--- src/rtl/config_pkg.sv ---
// config_pkg: shared floating-point widths (FLEN/NE/NF/FMTBITS/LOGFLEN) and format codes for the FP front end
package config_pkg;
  localparam int FLEN = 64;
  localparam int NE = 11;
  localparam int NF = 52;
  localparam int FMTBITS = 2;
  localparam int LOGFLEN = $clog2(FLEN);
  localparam logic [FMTBITS-1:0] FMT_S = 2'd0;
  localparam logic [FMTBITS-1:0] FMT_D = 2'd1;
  localparam logic [FMTBITS-1:0] FMT_H = 2'd2;
  localparam logic [FMTBITS-1:0] FMT_B = 2'd3;
endpackage

--- src/rtl/fmtparams.sv ---
// fmtparams: fmt in -> bias (NE-1 bits) and fraction width nf (LOGFLEN bits) of that format
module fmtparams import config_pkg::*; (
  input  logic [FMTBITS-1:0] fmt,
  output logic [NE-2:0]      bias,
  output logic [LOGFLEN-1:0] nf
);
  assign bias = fmt == FMT_S ? (NE-1)'(127) : fmt == FMT_H ? (NE-1)'(15) : fmt == FMT_B ? (NE-1)'(127) : (NE-1)'(1023);
  assign nf = fmt == FMT_S ? LOGFLEN'(23) : fmt == FMT_H ? LOGFLEN'(10) : fmt == FMT_B ? LOGFLEN'(7) : LOGFLEN'(52);
endmodule

--- src/rtl/lzc.sv ---
// lzc: num in -> cnt = leading-zero count from the MSB (WIDTH when num is zero)
module lzc #(parameter int WIDTH = 53, parameter int CW = $clog2(WIDTH + 1)) (
  input  logic [WIDTH-1:0] num,
  output logic [CW-1:0]    cnt
);
  always_comb begin
    cnt = CW'(WIDTH);
    for (int i = 0; i < WIDTH; i++) if (num[i]) cnt = CW'(WIDTH - 1 - i);
  end
endmodule

--- src/rtl/unpackinput.sv ---
// unpackinput: raw operand x, fmt, en in -> sign, widened exponent/mantissa and class flags (all zero when en=0)
module unpackinput import config_pkg::*; (
  input  logic [FLEN-1:0]    x,
  input  logic [FMTBITS-1:0] fmt,
  input  logic               en,
  output logic               sgn,
  output logic [NE:0]        exp,
  output logic [NF:0]        man,
  output logic               nan, snan, zero, inf, sub
);
  logic s, ez, eo, fz;
  logic [NE-1:0] e, emax;
  logic [NF-1:0] f;
  always_comb begin
    s = x[63];
    e = x[62:52];
    f = x[51:0];
    emax = '1;
    case (fmt)
      FMT_S: begin s = x[31]; e = {3'b0, x[30:23]}; f = {x[22:0], 29'b0}; emax = 11'h0ff; end
      FMT_H: begin s = x[15]; e = {6'b0, x[14:10]}; f = {x[9:0], 42'b0}; emax = 11'h01f; end
      FMT_B: begin s = x[15]; e = {3'b0, x[14:7]}; f = {x[6:0], 45'b0}; emax = 11'h0ff; end
      default: ;
    endcase
  end
  assign ez = e == '0;
  assign eo = e == emax;
  assign fz = f == '0;
  assign nan = en & eo & ~fz;
  assign snan = nan & ~f[NF-1];
  assign inf = en & eo & fz;
  assign zero = en & ez & fz;
  assign sub = en & ez & ~fz;
  assign sgn = en & s;
  assign exp = en ? (sub ? (NE+1)'(1) : {1'b0, e}) : '0;
  assign man = en ? {~ez, f} : '0;
endmodule

--- src/rtl/unpack_pipe.sv ---
// unpack_pipe: accepts NOPS raw operands (InValid/InReady), unpacks and optionally normalizes subnormals STEP bits per cycle, holds result (OutValid/OutReady) with Bias/Nf of the format
module unpack_pipe import config_pkg::*; #(
  parameter int NOPS = 3,
  parameter int STEP = 8
) (
  input  logic                      clk,
  input  logic                      resetn,
  input  logic                      Flush,
  input  logic                      InValid,
  output logic                      InReady,
  input  logic [FMTBITS-1:0]        Fmt,
  input  logic [NOPS-1:0][FLEN-1:0] Op,
  input  logic [NOPS-1:0]           OpEn,
  input  logic                      NormEn,
  output logic                      OutValid,
  input  logic                      OutReady,
  output logic [NOPS-1:0]           Sgn,
  output logic [NOPS-1:0][NE:0]     Exp,
  output logic [NOPS-1:0][NF:0]     Man,
  output logic [NOPS-1:0]           NaN,
  output logic [NOPS-1:0]           SNaN,
  output logic [NOPS-1:0]           Zero,
  output logic [NOPS-1:0]           Inf,
  output logic [NOPS-1:0]           Subnorm,
  output logic [NE-2:0]             Bias,
  output logic [LOGFLEN-1:0]        Nf
);
  localparam int LW = $clog2(NF + 2);
  typedef enum logic [1:0] {IDLE, NORM, DONE} state_t;
  state_t state, nxt;
  logic [FMTBITS-1:0] fmt_q;
  logic norm_q, acc, need;
  logic [NOPS-1:0] en_q, act, fin;
  logic [NOPS-1:0] u_sgn, u_nan, u_snan, u_zero, u_inf, u_sub;
  logic [NOPS-1:0][NE:0] u_exp, exp_n;
  logic [NOPS-1:0][NF:0] u_man, man_n;
  logic [NOPS-1:0][LW-1:0] lz, sh;
  logic [NE-2:0] bias_f;
  logic [LOGFLEN-1:0] nf_f;
  for (genvar i = 0; i < NOPS; i++) begin : g_ch
    unpackinput u_unp (
      .x(Op[i]), .fmt(Fmt), .en(OpEn[i]), .sgn(u_sgn[i]), .exp(u_exp[i]), .man(u_man[i]),
      .nan(u_nan[i]), .snan(u_snan[i]), .zero(u_zero[i]), .inf(u_inf[i]), .sub(u_sub[i])
    );
    lzc #(.WIDTH(NF + 1)) u_lzc (.num(Man[i]), .cnt(lz[i]));
    // only enabled, unnormalized, finite non-zero channels move; NaN/Inf always carry the hidden one
    assign act[i] = norm_q & en_q[i] & ~Man[i][NF] & ~Zero[i] & ~NaN[i] & ~Inf[i];
    assign sh[i] = act[i] ? (lz[i] > LW'(STEP) ? LW'(STEP) : lz[i]) : '0;
    assign man_n[i] = Man[i] << sh[i];
    assign exp_n[i] = Exp[i] - {{(NE + 1 - LW){1'b0}}, sh[i]};
    // channel is normalized once this cycle's shift lands its MSB
    assign fin[i] = ~act[i] | (lz[i] <= LW'(STEP));
  end
  fmtparams u_fp (.fmt(fmt_q), .bias(bias_f), .nf(nf_f));
  assign acc = state == IDLE & InValid & ~Flush;
  assign need = NormEn & |(OpEn & u_sub);
  assign InReady = state == IDLE;
  assign OutValid = state == DONE;
  assign Bias = state == IDLE ? '0 : bias_f;
  assign Nf = state == IDLE ? '0 : nf_f;
  always_comb begin
    nxt = state;
    if (state == IDLE && InValid) nxt = need ? NORM : DONE;
    if (state == NORM && &fin) nxt = DONE;
    if (state == DONE && OutReady) nxt = IDLE;
    if (Flush) nxt = IDLE;
  end
  always_ff @(posedge clk) begin
    if (!resetn) begin
      state <= IDLE;
      fmt_q <= '0;
      norm_q <= 1'b0;
      en_q <= '0;
      Sgn <= '0;
      Exp <= '0;
      Man <= '0;
      NaN <= '0;
      SNaN <= '0;
      Zero <= '0;
      Inf <= '0;
      Subnorm <= '0;
    end else begin
      state <= nxt;
      if (acc) begin
        fmt_q <= Fmt;
        norm_q <= NormEn;
        en_q <= OpEn;
        Sgn <= u_sgn;
        Exp <= u_exp;
        Man <= u_man;
        NaN <= u_nan;
        SNaN <= u_snan;
        Zero <= u_zero;
        Inf <= u_inf;
        Subnorm <= u_sub;
      end else if (state == NORM) begin
        Exp <= exp_n;
        Man <= man_n;
      end
    end
  end
endmodule

--- config.mk ---
export PLATFORM = sky130hd
export DESIGN_NAME = unpack_pipe
export DESIGN_NICKNAME = d
export VERILOG_FILES = /design/src/rtl/config_pkg.sv /design/src/rtl/fmtparams.sv /design/src/rtl/lzc.sv /design/src/rtl/unpackinput.sv /design/src/rtl/unpack_pipe.sv
export SDC_FILE = /design/constraint.sdc
export NUM_CORES = 1
export LEC_CHECK = 0
export BUFFER_PORTS_ARGS = -buffer_cell sky130_fd_sc_hd__buf_2
export CAP_MARGIN = 5
export CELL_PAD_IN_SITES_DETAIL_PLACEMENT = 1
export CELL_PAD_IN_SITES_GLOBAL_PLACEMENT = 1
export CORE_ASPECT_RATIO = 1.75
export CORE_MARGIN = 2
export CORE_UTILIZATION = 37
export CTS_CLUSTER_DIAMETER = 100
export DETAILED_ROUTE_END_ITERATION = 6
export PLACE_DENSITY = 0.85
export SYNTH_ARGS = -nofsm -noshare
export SYNTH_HDL_FRONTEND = slang
export SYNTH_SLANG_ARGS = --single-unit
export TNS_END_PERCENT = 30
--- constraint.sdc ---
create_clock -name clk -period 3.95 [get_ports clk]
set_clock_uncertainty 0.05 [all_clocks]
set_input_delay 0.5925 -clock clk [delete_from_list [all_inputs] [get_ports clk]]
set_output_delay 0.5925 -clock clk [all_outputs]
set_load 0.05 [all_outputs]
==> PnR_summary.wiki <==
{| class="wikitable"
! Metric !! Value
|-
| Leading register cell type out of synthesis || sky130_fd_sc_hd__dfxtp_1
|-
| Data required time at the worst endpoint || 4.39 ns
|-
| Detailed Route WL || 127 mm
|-
| Number of optimization iterations in the first detailed-route pass || 5
|-
| Fraction of synthesized cell area taken by the top area cell type || 21.1%
|-
| Number of clock sinks seen by CTS || 221
|-
| Reported leakage power || 10.7 nW
|-
| Die boundary width || 184 um
|-
| F_max || 0.258 GHz
|-
| Outcome || completed
|-
| End-of-flow core utilization || 46.0%
|-
| Top cell type by total area after synthesis || sky130_fd_sc_hd__dfxtp_1
|-
| Final HPWL from detailed placement || 95.3 mm
|-
| CP max stage delay || 0.87 ns
|-
| Final instance count without filler cells || 3872
|-
| First-pass GRT wire length || 184 mm
|-
| Worst setup path class || reg2reg
|-
| Syn Inst Count || 2702
|-
| CTS root buffer || sky130_fd_sc_hd__clkbuf_16
|-
| Clock period minus worst slack || 3.88 ns
|-
| Drt first-iter violations || 3114
|-
| Wire length per cell || 32.9 um
|-
| Number of core rows || 115
|-
| CTS tree || built
|-
| Full die area || 58700 um2
|-
| Num CTS Buffers || 27
|-
| Die extent in y || 319 um
|-
| Net count reported at finish || 3374
|-
| Hold WS || 0.182 ns
|-
| Unique masters post-synth || 92
|-
| Antenna violation net count after detailed routing || 0
|-
| Starting Density || 37.4%
|-
| Std-Cell Core Area || 56100 um2
|-
| Global route overflow || 0
|-
| Arrival time at the worst endpoint || 4.32 ns
|-
| Count of buffers from port buffering || 433
|-
| All-layer global routing usage || 42.1%
|-
| Last weighted congestion value of the routability-driven placer || 1.09
|-
| Final setup violation count || 0
|-
| Commonest cells after routing, fill and taps aside || 430 x sky130_fd_sc_hd__buf_2, 303 x sky130_fd_sc_hd__mux2i_1, 260 x sky130_fd_sc_hd__a21oi_1
|-
| Antenna violations before repair || 14
|-
| Number of max-slew violations in the final report || 0
|-
| Share of synthesized flip-flops with an asynchronous set or reset || 0%
|-
| Ratio of cells with drive above 1 in the final layout || 28.2%
|-
| Slowest CP cell || sky130_fd_sc_hd__o31ai_1
|-
| Number of failing hold endpoints at the final stage || 0
|-
| Period utilization || 98.1%
|-
| Unrepaired setup endpoints after global routing || no
|-
| Classification of the worst-slack hold path || in2reg
|-
| Number of hold buffers added after cts || 0
|-
| CP most frequent cell || sky130_fd_sc_hd__buf_4
|-
| Worst slew pin tran || 1.05 ns
|-
| Worst vdd ir || 314 uV
|-
| Commonest non-fill, non-tap cell in the layout || sky130_fd_sc_hd__buf_2
|-
| H-tree level count || 1
|-
| Area Overhead vs Synth || 22.9%
|-
| Total vias in the final route || 27.4k
|-
| Flip-flop and latch count after synthesis || 221
|-
| Crit path cell chain || buf_4 > nor2_1 > o21ai_0 > a21boi_0 > or4_4 > a21oi_4 > buf_4 > buf_12 > nand2b_1 > o31ai_1 > nor3_1 > a211oi_1
|-
| CTS max path bufs || 3
|-
| Vias in the first global route || 27.8k
|-
| Worst rel slew slack || 29.9%
|-
| Cell area after technology mapping || 21000 um2
|-
| Post-Place Cells || 3815
|-
| Number of remaining DRC errors || 0
|-
| Clk_lat worst skew || 0.64 ns
|-
| Clock-pin slew reported for the worst setup and hold paths after clock tree synthesis || 0.06 ns
|-
| Synthesized area divided by synthesized cell count || 7.77 um2
|-
| Via-per-instance ratio || 7.08
|-
| Max-cap violation count || 0
|-
| Maximum number of pins on one net before global-route repair || 65
|-
| Power density over the cells || 333 nW/um2
|-
| Kind of capture point of the worst setup path || flip-flop
|-
| Largest cells by area after synthesis || sky130_fd_sc_hd__dfxtp_1 21%, sky130_fd_sc_hd__mux2i_1 14%, sky130_fd_sc_hd__a21oi_1 6.2%, sky130_fd_sc_hd__o21ai_0 5.7%, sky130_fd_sc_hd__nor2_1 4.3%
|-
| Peak fanout along the critical path || 56
|-
| Startpoint Class || flip-flop
|-
| Sequential share of the synthesized area || 21.1%
|-
| Total of warnings raised by yosys || 0
|-
| Number of enable flip-flop cells after synthesis || 0
|-
| Number of primary I/O pins || 434
|}
layer usage:
layer	wire [um]	vias up	track usage [%]
li1	-	11300	-
met1	41200	13200	44.0
met2	57700	2115	67.7
met3	14000	799	12.0
met4	14500	12	38.7
met5	80	-	0
synthesized netlist by cell type, types with 16 or more instances:
cell                         n
sky130_fd_sc_hd__a211oi_1   50
sky130_fd_sc_hd__a21oi_1   261
sky130_fd_sc_hd__a221oi_1   95
sky130_fd_sc_hd__a22oi_1    20
sky130_fd_sc_hd__a31oi_1    38
sky130_fd_sc_hd__buf_2      31
sky130_fd_sc_hd__buf_4      21
sky130_fd_sc_hd__buf_6      16
sky130_fd_sc_hd__clkbuf_1  144
sky130_fd_sc_hd__dfxtp_1   221
sky130_fd_sc_hd__ha_1       23
sky130_fd_sc_hd__inv_1      49
sky130_fd_sc_hd__mux2_2     58
sky130_fd_sc_hd__mux2i_1   303
sky130_fd_sc_hd__mux4_2     38
sky130_fd_sc_hd__nand2_1   179
sky130_fd_sc_hd__nand2b_1   23
sky130_fd_sc_hd__nand3_1    52
sky130_fd_sc_hd__nor2_1    241
sky130_fd_sc_hd__nor2b_1    32
sky130_fd_sc_hd__nor3_1     68
sky130_fd_sc_hd__nor4_1     52
sky130_fd_sc_hd__o211ai_1   31
sky130_fd_sc_hd__o21ai_0   238
sky130_fd_sc_hd__o221ai_1   22
sky130_fd_sc_hd__o22ai_1    31
sky130_fd_sc_hd__o31ai_1    17
sky130_fd_sc_hd__or2_2      28
sky130_fd_sc_hd__or3_1      17
cells by family (layout without fill, tap and decap cells):
family | after synthesis | after routing | share of synthesized area (%)
compound gates | 965 | 965 | 30.0
simple gates | 788 | 788 | 18.5
other cells | 1 | 11 | 0.0179
mux | 400 | 400 | 21.7
fa+ha+maj | 26 | 26 | 1.66
xor+xnor | 17 | 17 | 0.709
buf+inv | 284 | 742 | 6.33
flops | 221 | 221 | 21.1
final timing paths:
| kind | start | to | slack (ns) | depth (start not counted) |
|---|---|---|---|---|
| setup / recovery | Man[17] | Man[52] | 0.07 | 12 |
| hold / removal | OutReady | state[1] | 0.18 | 3 |
| setup reg to reg | Man[17] | Man[52] | 0.07 | 12 |
| hold reg to reg | en_q[2] | en_q[2] | 0.41 | 2 |
power by group:
group          internal [mW]  switching, mW
Sequential              2.37          0.231
Combinational           1.06           2.23
Clock                   1.49           1.21
final cells by class:
type | count | area [um2]
antenna | 5 | 12.5
timing repair buffer | 636 | 3870
clock buffer | 37 | 763
clock inverter | 12 | 134
multi-input combinational | 2202 | 15500
inverter | 57 | 223
tap | 702 | 878
fill | 7090 | 30300
sequential | 221 | 4430
timing repair:
item | CTS | global route
resized for setup | 1 | 18
setup endpoints to repair | 4 | 15
pin swaps | 1 | 5
buffers inserted | 0 | 2
stage by stage:
step	setup TNS [ns]	cell area [um2]	total power, mW	worst slack [ns]
5_1_grt	0	25800	8.78	0.0139
3_3_place_gp	0	24800	5.69	0.0283
6_report	0	25800	8.59	0.0742
2_1_floorplan	-0.669	21100	4.50	-0.120
4_1_cts	0	25700	8.39	0.00965
3_5_place_dp	-0.0723	24800	5.74	-0.0397
state kept, by name, indices dropped and copies added, names as in the netlist:
signal   cells
Exp         36
Inf          3
Man        159
NaN          3
SNaN         3
Sgn          3
Subnorm      3
Zero         3
en_q         3
fmt_q        2
norm_q       1
state        2
critical path: cells and delay by family, from the launching register on:
| kind | cells | cell delay (ns) |
|---|---|---|
| simple gates | 4 | 0.88 |
| flops | 1 | 0.31 |
| compound gates | 5 | 2.00 |
| buf+inv | 3 | 0.51 |
Note: power is estimated with default switching activity, not from simulation.
